<file path="src/rtl/prog_loader.sv">
// prog_loader: byte-stream program loader.
// Accepts framed bytes (A5, ADDR, LEN, data..., CSUM) from a host, writes the
// data bytes into a RAM one cycle after acceptance, and holds the CPU in reset
// while loading. The frame is verified with an XOR checksum.
module prog_loader #(
  parameter int ADDR_W = 8,
  parameter int DATA_W = 8
) (
  input  logic              clk,
  input  logic              rst,
  input  logic              load_en,
  input  logic              host_valid,
  input  logic [7:0]        host_byte,
  output logic              host_ready,
  output logic [ADDR_W-1:0] ram_address,
  output logic [DATA_W-1:0] ram_write_data,
  output logic              ram_we,
  output logic              cpu_hold,
  output logic              load_done,
  output logic              load_error,
  output logic [ADDR_W:0]   byte_count
);

  // Byte-accepting states are encoded 0..4 so "accepting" is a simple compare.
  localparam logic [2:0] S_IDLE = 3'd0;
  localparam logic [2:0] S_ADDR = 3'd1;
  localparam logic [2:0] S_LEN  = 3'd2;
  localparam logic [2:0] S_DATA = 3'd3;
  localparam logic [2:0] S_CSUM = 3'd4;
  localparam logic [2:0] S_DONE = 3'd5;
  localparam logic [2:0] S_ERR  = 3'd6;

  localparam logic [7:0]        HEADER  = 8'hA5;
  localparam logic [ADDR_W-1:0] PTR_ONE = 1;
  localparam logic [ADDR_W:0]   BC_ONE  = 1;

  logic [2:0]        state_q, state_d;
  logic [ADDR_W-1:0] ptr_q, ptr_d;
  logic [8:0]        rem_q, rem_d;
  logic [7:0]        xsum_q, xsum_d;
  logic [ADDR_W:0]   byte_count_q, byte_count_d;
  logic              load_done_q, load_done_d;
  logic              load_error_q, load_error_d;
  logic              ram_we_q, ram_we_d;
  logic [ADDR_W-1:0] ram_address_q, ram_address_d;
  logic [DATA_W-1:0] ram_write_data_q, ram_write_data_d;
  logic              cpu_hold_q, cpu_hold_d;
  logic              accept;

  // Handshake: ready only in the byte-consuming states while load mode is requested.
  always_comb begin
    host_ready = load_en && (state_q <= S_CSUM) && !rst;
    accept     = host_valid && host_ready;
  end

  // Next-state and datapath update for the frame parser.
  always_comb begin
    state_d          = state_q;
    ptr_d            = ptr_q;
    rem_d            = rem_q;
    xsum_d           = xsum_q;
    byte_count_d     = byte_count_q;
    load_done_d      = load_done_q;
    load_error_d     = load_error_q;
    ram_we_d         = 1'b0;
    ram_address_d    = ram_address_q;
    ram_write_data_d = ram_write_data_q;
    // State is the pre-edge one, so cpu_hold trails an abort by one cycle.
    cpu_hold_d       = load_en || (state_q != S_IDLE);

    case (state_q)
      S_IDLE: begin
        if (accept && host_byte == HEADER) begin
          state_d      = S_ADDR;
          byte_count_d = '0;
          load_done_d  = 1'b0;
          load_error_d = 1'b0;
        end
      end
      S_ADDR, S_LEN, S_DATA, S_CSUM: begin
        if (!load_en) begin
          // Abort: a write already queued in ram_we_q still completes.
          state_d      = S_IDLE;
          load_error_d = 1'b1;
        end else if (accept) begin
          case (state_q)
            S_ADDR: begin
              ptr_d   = ADDR_W'(host_byte);
              state_d = S_LEN;
            end
            S_LEN: begin
              rem_d   = (host_byte == 8'd0) ? 9'd256 : {1'b0, host_byte};
              xsum_d  = 8'd0;
              state_d = S_DATA;
            end
            S_DATA: begin
              ram_we_d         = 1'b1;
              ram_address_d    = ptr_q;
              ram_write_data_d = DATA_W'(host_byte);
              xsum_d           = xsum_q ^ host_byte;
              ptr_d            = ptr_q + PTR_ONE;
              byte_count_d     = byte_count_q + BC_ONE;
              rem_d            = rem_q - 9'd1;
              if (rem_q == 9'd1) state_d = S_CSUM;
            end
            default: begin
              if (host_byte == xsum_q) begin
                state_d     = S_DONE;
                load_done_d = 1'b1;
              end else begin
                state_d      = S_ERR;
                load_error_d = 1'b1;
              end
            end
          endcase
        end
      end
      S_DONE, S_ERR: begin
        if (!load_en) state_d = S_IDLE;
      end
      default: state_d = S_IDLE;
    endcase
  end

  // State registers; reset clears everything, including the RAM-side outputs.
  always_ff @(posedge clk) begin
    if (rst) begin
      state_q          <= S_IDLE;
      ptr_q            <= '0;
      rem_q            <= '0;
      xsum_q           <= '0;
      byte_count_q     <= '0;
      load_done_q      <= 1'b0;
      load_error_q     <= 1'b0;
      ram_we_q         <= 1'b0;
      ram_address_q    <= '0;
      ram_write_data_q <= '0;
      cpu_hold_q       <= 1'b0;
    end else begin
      state_q          <= state_d;
      ptr_q            <= ptr_d;
      rem_q            <= rem_d;
      xsum_q           <= xsum_d;
      byte_count_q     <= byte_count_d;
      load_done_q      <= load_done_d;
      load_error_q     <= load_error_d;
      ram_we_q         <= ram_we_d;
      ram_address_q    <= ram_address_d;
      ram_write_data_q <= ram_write_data_d;
      cpu_hold_q       <= cpu_hold_d;
    end
  end

  assign ram_we         = ram_we_q;
  assign ram_address    = ram_address_q;
  assign ram_write_data = ram_write_data_q;
  assign cpu_hold       = cpu_hold_q;
  assign load_done      = load_done_q;
  assign load_error     = load_error_q;
  assign byte_count     = byte_count_q;

endmodule
</file>
<file path="config.mk">
export PLATFORM = sky130hd
export DESIGN_NAME = prog_loader
export DESIGN_NICKNAME = d
export VERILOG_FILES = /design/src/rtl/prog_loader.sv
export SDC_FILE = /design/constraint.sdc
export NUM_CORES = 1
export LEC_CHECK = 0
export CELL_PAD_IN_SITES_DETAIL_PLACEMENT = 0
export CELL_PAD_IN_SITES_GLOBAL_PLACEMENT = 1
export CORE_MARGIN = 4
export CORE_UTILIZATION = 36
export DETAILED_ROUTE_END_ITERATION = 8
export PLACE_DENSITY_LB_ADDON = 0.1
export SYNTH_ARGS = -nofsm -noshare
export SYNTH_HDL_FRONTEND = slang
export SYNTH_SLANG_ARGS = --single-unit
</file>
<file path="constraint.sdc">
create_clock -name clk -period 2.2 [get_ports clk]
set_input_delay 0.66 -clock clk [delete_from_list [all_inputs] [get_ports clk]]
set_output_delay 0.66 -clock clk [all_outputs]
set_load 0.01 [all_outputs]
</file>
## After elaboration in Yosys (flattened, before gate mapping)

Cells that the tools add are included.

| word-level totals | value |
|---|---|
| register bits | 57 |
| bits in latches | 0 |
| bits in writable memories | 0 |
| bits in read-only memories | 0 |
| output and inout port bits | 30 |
| logic and storage cells | 91 |
| memories kept | 0 |

| operators by class | value |
|---|---|
| add/sub/neg operators | 3 |
| multipliers | 0 |
| divide/modulo/power cells | 0 |
| order comparisons | 1 |
| equality and inequality tests | 20 |
| shift operators | 0 |
| muxes and demuxes | 29 |
| bitwise operators | 4 |
| reductions and logical operators | 23 |

Operators with widths:

| cell | number |
|---|---|
| $mux 9 | 5 |
| $pmux 9 s2 | 2 |
| $pmux 8 s2 | 2 |
| $pmux 3 s3 | 2 |
| $reduce_and 4->1 | 4 |
| $mux 3 | 5 |
| $ne 2x2->1 const B | 7 |
| $mux 1 | 10 |
| $reduce_and 5->1 | 2 |
| $add 9x1->9 const B | 1 |
| $eq 3x3->1 const B | 3 |
| $eq 9x1->1 const B | 1 |
| $ne 3x3->1 const B | 3 |
| $sub 9x1->9 const B | 1 |
| $add 8x1->8 const B | 1 |
| $eq 8x8->1 | 1 |
| $eq 8x8->1 const B | 1 |
| $logic_not 8->1 | 1 |
| $reduce_or 4->1 | 2 |
| $xor 8x8->8 | 1 |
| $eq 3x2->1 const B | 2 |
| $reduce_and 6->1 | 1 |
| $reduce_bool 2->1 | 3 |
| $logic_and 1x1->1 | 4 |
| 12 further kinds | 15 |

## Longest topological paths before layout

Gate-level depths: netlist of the first run.

| logic depth | value |
|---|---|
| depth in word-level cells | 7 |
| mapped depth | 8 |
| gate-level depth less buffers | 7 |

## Least setup slack after synthesis of the first run

Ideal clock, no wire load.

| timing path | value |
|---|---|
| path kind | input-to-reg |
| from | input port host_byte[1] |
| to | register byte_count_q[5] (netlist: byte_count[5]) |
| library setup time | 0.070 ns |
| arrival | 2.167 ns |
| slack | -0.037 ns |
| cell stages on the path | 5 |
| path buffers | 0 |
| cell sequence | or4_4 nor3_4 o2111ai_4 or3_1 a21oi_1 |

| on the way | value |
|---|---|
| longest elaborated chain between the ends | 4 |

RTL lines:

| item | RTL line | RTL |
|---|---|---|
| start, declared | 13 | `input logic [7:0] host_byte,` |
| $eq 8x8->1 | 73 | `if (accept && host_byte == HEADER) begin` |
| $logic_and 1x1->1 | 73 |  |
| $ne 2x2->1 (no source line) | - |  |
| $reduce_and 5->1 (no source line) | - |  |
| end signal, assigned | 144 | `byte_count_q <= byte_count_d;` |
| end, declared | 41 | `logic [ADDR_W:0] byte_count_q, byte_count_d;` |

No other way between the ends.
A chain may end at the register's enable or synchronous reset.

## Worst setup path in the final report of the first run

| timing path | value |
|---|---|
| from | input port host_byte[4] |
| to | register byte_count_q[7] (netlist: byte_count[7]) |

The elaborated chain is that of the path after synthesis.

==> impl_results.md, run 1 <==
* R2R setup slack at 0.42 ns
* Prevailing post-synth register cell: dfxtp_1
* Slew Viols, Final at 0
* Synth Area per Inst at 7.958 um^2
* Iter 0 DRT Violations at between 100 and 150
* Max clock buf depth at 2
* Finish-stage setup viols at 0
* Die height at 98.32 um
* Yosys cell types at 49
* Reg2reg path depth at 6
* Hold Crit Depth at 2
* Starting Density at a little under two fifths
* Cts hold-fix bufs at 0
* Switching power at 0.4896 mW
* R2R Path Start: state_q[0]$_SDFFE_PP0P_
* Combinational Power Share at about 5.8%
* H-Tree Depth at 3
* Setup CP Type: in -> reg
* Die width at 98.32 um
* Global-route wire length before repair at 13360 um
* Worst hold start: ram_address[7]$_SDFFE_PP0P_
* Clock root cell: clkbuf_8
* CTS Buf Count at 9
* Share of layout cells above drive strength 1 at ~17%
* Row count at 32
* Synth Warn # at 0
* Net count reported at finish at 465
* WL met3 at between 400 and 500 um
* N_diodes at 0
* Synth Area in Adders at under 10%
* Gpl congestion at 0.8052
* Clk sink count at 57
* Worst Path Arrival at 2.42 ns
* Die area at 9666 um^2
* DR vias at 2863
* Ranking of synthesized cells by area: dfxtp_1 39%, nor2_1 6.8%, mux2i_1 5.5%
* Post-synthesis compound-gate area fraction at roughly 20%
* P_int at 1.798 mW
* Clk slew on worst S/H paths at about 0.070 ns
* Routed WL at 7983 um
* Syn Inst Count at 369
* Maximum VDD drop at 253.1 uV
* Post-synthesis simple-gate area fraction at about a quarter
* Post-synthesis mux area share at 5.454%
* Period minus WS final at 2.139 ns
* RSZ-0062 raised after global routing: yes
* Area delta synth->final at 36.51%
* Worst-skew pair later-pin latency at around 0.34 ns
* Largest net degree at the start of global routing at between 40 and 50
* Final worst slack at between 0.06 and 0.07 ns
* CP Max Fanout at 8
* Clock group share of total power at ~49%
* Final hold violations at 0
* Post-layout util at 51.08%
* Hpwl dp at 5601 um
* Core Area at 7848 um^2
* Type of the most critical hold path: reg -> reg
* Hold Path End: ram_address[7]$_SDFFE_PP0P_
* GR Overflow Total at 0
* Met1 WL at 4059 um
* Vias in the first global route at around 2700
* Max Cap Violations at 0
* Ports at between 40 and 50
* CTS tree: built
* Tcrit/Tclk final at between 90% and 100%
* Sequential-to-total area share from yosys stat at between 30% and 40%
* Number of synthesized register bits at 57
* Slew Limit Headroom at 63.03%
* P_leak at 1.615 nW
* FF-to-FF End: byte_count[7]$_SDFFE_PP0P_
* Worst EP required at between 2 and 2.5 ns
* Post-synth EDFFs at 0
* Flop pwr share at 45.2%
* DR pass1 iterations at 4
* Gr usage total at 17.05%
* Worst slew pin tran at 0.5495 ns
* DR top layer: met4
* Status: completed
* Synth area leader: dfxtp_1
* Antenna Nets Post-Route at 0
* Sw frac at 21.41%
* Antenna violations before repair at 0
* Worst Setup Start Kind: input port
* Asr flop ratio synth at 0%
* Vias per cell at between 5 and 6
* Xor/xnor cell area share of the yosys netlist at 3.579%
* Routed wire per std cell at 14.36 um
* Layout Skew at about 0.0077 ns
* Highest clock rate at 467.4 MHz
* Top-area cell type share of the netlist area at around two fifths
* Most frequent cell after synthesis: dfxtp_1
* Port Buffer Count at 41
* Mapped cell area at 2937 um^2
* PnR Total Power at 2.287 mW
* Pwr Density at between 500 and 600 nW/um^2
* DRC errors left at 0
* Metal2 WL at 3351 um
* Syn_nets at 385
* Synth cell count leaders: 57 x dfxtp_1, 53 x nor2_1, 31 x a21oi_1
* CP Capture Type: flip-flop
* Largest family of logic cells by synthesized area: simple AND/OR/NAND/NOR gates
* Worst slack at placement at -0.4809 ns
## worst max-delay path by stage
stage / from / end / cells past startpoint / slack, ns
after floorplan: host_byte[1] / byte_count[5]$_SDFFE_PP0P_ / 5 / 0.01
after global placement: host_byte[1] / byte_count[5]$_SDFFE_PP0P_ / 6 / -0.47
after detailed placement: host_byte[1] / byte_count[5]$_SDFFE_PP0P_ / 6 / -0.48
after CTS: host_byte[7] / byte_count[7]$_SDFFE_PP0P_ / 6 / 0.02
after global routing: host_byte[4] / byte_count[5]$_SDFFE_PP0P_ / 7 / -0.01
final: host_byte[4] / byte_count[7]$_SDFFE_PP0P_ / 6 / 0.06
## worst max-delay path, cell delays in order
cell,delay (ns)
dlygate4sd2_1,0.25
or4_4,0.53
nor3_4,0.28
o2111ai_4,0.21
or3_1,0.35
a21oi_1,0.14
## state kept, by name (all words and copies together), names as in the netlist
signal,cells
state_q,3
byte_count,9
load_done,1
ram_we,1
cpu_hold,1
ram_write_data,8
load_error,1
ptr_q,8
ram_address,8
rem_q,9
xsum_q,8
## timing repair
action | in CTS | in global routing
gates cloned | 0 | 0
setup buffers | 2 | 0
gates resized for setup | 10 | 5
endpoints found under the setup margin | 9 | 22
pin swaps | 13 | 6
## cell families after synthesis
group	Yosys count
AND/OR/NAND/NOR	151
AO/OA/AOI/OAI	95
flip-flops	57
buffers and inverters	34
multiplexers	16
XOR/XNOR	12
adder cells (fa/ha/maj)	4
## final cells by class
type	instances	area, um^2
flip-flops and latches	57	1141
clock inverters	2	60.06
fillers	805	3839
clock buffers	14	162.7
inverters	9	33.78
well taps	102	127.6
multi-input cells	278	1668
repair buffers	94	815.8
## through the flow
step                TNS [ns]  hold WS [ns]  area, um^2  instances
finish                     0        0.4529        4009        556
global route        -0.01458        0.4720        4009        556
CTS                        0        0.4553        4000        556
detailed placement    -12.43        0.4464        3770        538
global placement      -11.93        0.4447        3770        538
floorplan                  0        0.4367        2937        369
## per-layer routing
metal	track usage, %	up-vias
met5	0	-
met4	5.567	0
met3	4.500	13
met2	25.07	62
met1	24.21	1307
li1	-	1481
## power groups by stage
stage | clock network [mW] | registers (mW) | logic (mW)
after floorplan | 0 | 1.06 | 0.0514
after global placement | 0 | 1.06 | 0.136
after detailed placement | 0 | 1.06 | 0.136
after CTS | 1.15 | 1.03 | 0.134
after global routing | 1.20 | 1.03 | 0.145
final | 1.12 | 1.03 | 0.132
## layout by cell type, fill, tap and decap left out, types with 3 or more instances in the layout
master | Yosys | layout
a31oi_1 | 4 | 4
dlygate4sd2_1 | 0 | 3
a211oi_1 | 3 | 3
xor2_1 | 10 | 10
buf_4 | 0 | 51
ha_1 | 4 | 4
dfxtp_1 | 57 | 57
or3_1 | 6 | 6
o21ai_0 | 29 | 29
or4_1 | 3 | 3
nor4_1 | 5 | 5
nor3b_1 | 9 | 9
and2_1 | 5 | 4
a311oi_1 | 5 | 5
nand3_1 | 13 | 13
nor2_1 | 53 | 53
nand2b_1 | 4 | 4
clkdlybuf4s50_1 | 0 | 32
a21oi_1 | 31 | 31
o22ai_1 | 3 | 3
nand2_1 | 27 | 27
clkbuf_8 | 0 | 11
mux2i_1 | 16 | 16
inv_1 | 9 | 9
clkbuf_1 | 24 | 3
a31o_2 | 3 | 3
nor3_1 | 10 | 10
nand4_1 | 4 | 4
Note: power is estimated with default switching activity, not from simulation.
==> inputs of run 2 (changes only) <==
CORE_ASPECT_RATIO = 1.1   (was default)
SKIP_CTS_REPAIR_TIMING = 1   (was default)
==> impl_results.md, run 2 (same netlist as run 1, synthesis figures left out) <==
* Maximum VDD drop at 351.5 uV (+39%)
* DRC errors left at 0 (unchanged)
* Antenna violations before repair at 0 (unchanged)
* Routed WL at 8123 um (+1.8%)
* Most common cell after layout, fill and taps aside: dfxtp_1
* Starting Density at 37.11% (-0.31 points)
* Most frequent cells in the layout: 57 x dfxtp_1, 52 x nor2_1, 51 x buf_4
* DR pass1 iterations at 5 (+1)
* Final worst slack at 0.07241 ns (+0.01168 ns)
* Port Buffer Count at 41 (unchanged)
* Status: completed
* Finish-stage setup viols at 0 (unchanged)
* Slew Limit Headroom at 63.84% (+0.81 points)
* Highest clock rate at 470.0 MHz (+0.55%)
* Fillers at 796 (-1.1%)
* H-Tree Depth at 3 (unchanged)
* Slew Viols, Final at 0 (unchanged)
* Vias per cell at 5.197 (+0.93%)
* Clk sink count at 57 (unchanged)
* Worst Setup Start Kind: input port
* Max clock buf depth at 2 (unchanged)
* N_diodes at 0 (unchanged)
* Design area at 4150 um^2 (+3.5%)
* CTS tree: built
* WHS at 0.4690 ns (+0.01618 ns)
* DR vias at 2926 (+2.2%)
* Setup TNS Final at 0 ns (unchanged)
* Largest net degree at the start of global routing at 34 (-29%)
* Share of layout cells above drive strength 1 at 20.22% (+3.0 points)
* Gr usage total at 17.46% (+0.41 points)
* RSZ-0062 raised after global routing: no
* Gpl congestion at 0.8288 (+2.9%)
* Type of the most critical hold path: reg -> reg
* Sw frac at 21.28% (-0.13 points)
* Net count reported at finish at 466 (+0.22%)
* Setup CP Type: in -> reg
* Area delta synth->final at 41.33%
* Worst slack at placement at -0.4967 ns (-0.01575 ns)
* PnR Total Power at 2.470 mW (+8.0%)
* CP Max Fanout at 8 (unchanged)
* Period minus WS final at 2.128 ns (-0.01168 ns)
* Combinational Power Share at 5.6% (-0.2 points)
* GR Overflow Total at 0 (unchanged)
* Core Area at 7913 um^2 (+0.83%)
* CTS Buf Count at 9 (unchanged)
* P_int at 1.945 mW (+8.2%)
* Antenna Nets Post-Route at 0 (unchanged)
* Final hold violations at 0 (unchanged)
* Die width at 94.12 um (-4.3%)
* Worst Path Arrival at 2.41 ns (about the same)
* Placed cell areas at 3811 um^2 (+1.1%)
* Worst slew pin tran at 0.5375 ns (-0.01204 ns)
* Iter 0 DRT Violations at 121 (-11%)
* Vias in the first global route at 2585 (-3.9%)
* Die area at 9668 um^2 (about the same)
* Worst EP required at 2.48 ns (about the same)
* Routed wire per std cell at 14.43 um (+0.49%)
* Tcrit/Tclk final at 96.71% (-0.53 points)
* Max Cap Violations at 0 (unchanged)
* Clk slew on worst S/H paths at 0.07 ns (about the same)
* P_leak at 1.685 nW (+4.4%)
* Ports at 42 (unchanged)
* Hpwl dp at 5822 um (+3.9%)
* Global-route wire length before repair at 13090 um (-2.0%)
* Die height at 102.7 um (+4.5%)
* Row count at 34 (+6.3%)
* Pwr Density at 595.2 nW/um^2 (+4.3%)
* Switching power at 0.5257 mW (+7.4%)
* Worst-skew pair later-pin latency at 0.34 ns (about the same)
* CP Capture Type: flip-flop
* Flop pwr share at 41.8% (-3.4 points)
* Clock root cell: clkbuf_8
* Clock group share of total power at 52.6% (+3.5 points)
* Layout Skew at 0.005308 ns (-0.002357 ns)
[run 2: layout make-up]
cell class	count	area (um^2)	area share [%]
inverters	9	33.78	0.8140
clock buffers	12	165.2	3.979
well taps	108	135.1	3.256
clock inverters	4	97.59	2.352
multi-input cells	278	1725	41.57
repair buffers	95	852.1	20.53
flip-flops and latches	57	1141	27.49
[run 2: worst paths after layout]
path                          startpoint                     endpoint  slack (ns)  cells after the start
min reg2reg  ram_address[7]$_SDFFE_PP0P_  ram_address[7]$_SDFFE_PP0P_        0.47                      2
max                         host_byte[5]   byte_count[7]$_SDFFE_PP0P_        0.07                      6
min          ram_address[7]$_SDFFE_PP0P_  ram_address[7]$_SDFFE_PP0P_        0.47                      2
max reg2reg        rem_q[3]$_SDFFE_PP0P_      state_q[1]$_SDFFE_PP0P_        0.32                      5
[run 2: worst max-delay path, stage by stage]
cell and delay, ns:
clkdlybuf4s50_1 0.54, nand4_1 0.22, nor3_4 0.28, o2111ai_4 0.18, or3_1 0.40, a21oi_2 0.12
[run 2: per-stage QoR]
| stage | util (%) | instances |
|---|---|---|
| final | 52.45 | 563 |
| after global routing | 52.45 | 563 |
| after CTS | 51.49 | 562 |
| after detailed placement | 48.17 | 546 |
| after global placement | 48.17 | 546 |
| after floorplan | - | 369 |
[run 2: layer usage]
metal | global-route usage [%] | vias up | wire length [um]
met5 | 0 | - | 0
met4 | 7.000 | 0 | 125
met3 | 5.182 | 10 | 416
met2 | 26.54 | 74 | 3650
met1 | 23.30 | 1356 | 3931
li1 | - | 1486 | -
[run 2: power groups by stage]
stage | Clock [mW] | Combinational, mW | Sequential, mW
2_1_floorplan | 0 | 0.0514 | 1.06
3_5_place_dp | 0 | 0.138 | 1.06
5_1_grt | 1.38 | 0.151 | 1.03
3_3_place_gp | 0 | 0.140 | 1.06
6_report | 1.30 | 0.139 | 1.03
4_1_cts | 1.32 | 0.139 | 1.03
==> inputs of run 3 (changes only) <==
ABC_AREA = 0   (was default)
==> results of run 3 <==
Same layout as run 2: the final DEF is identical, and so are final timing and power.
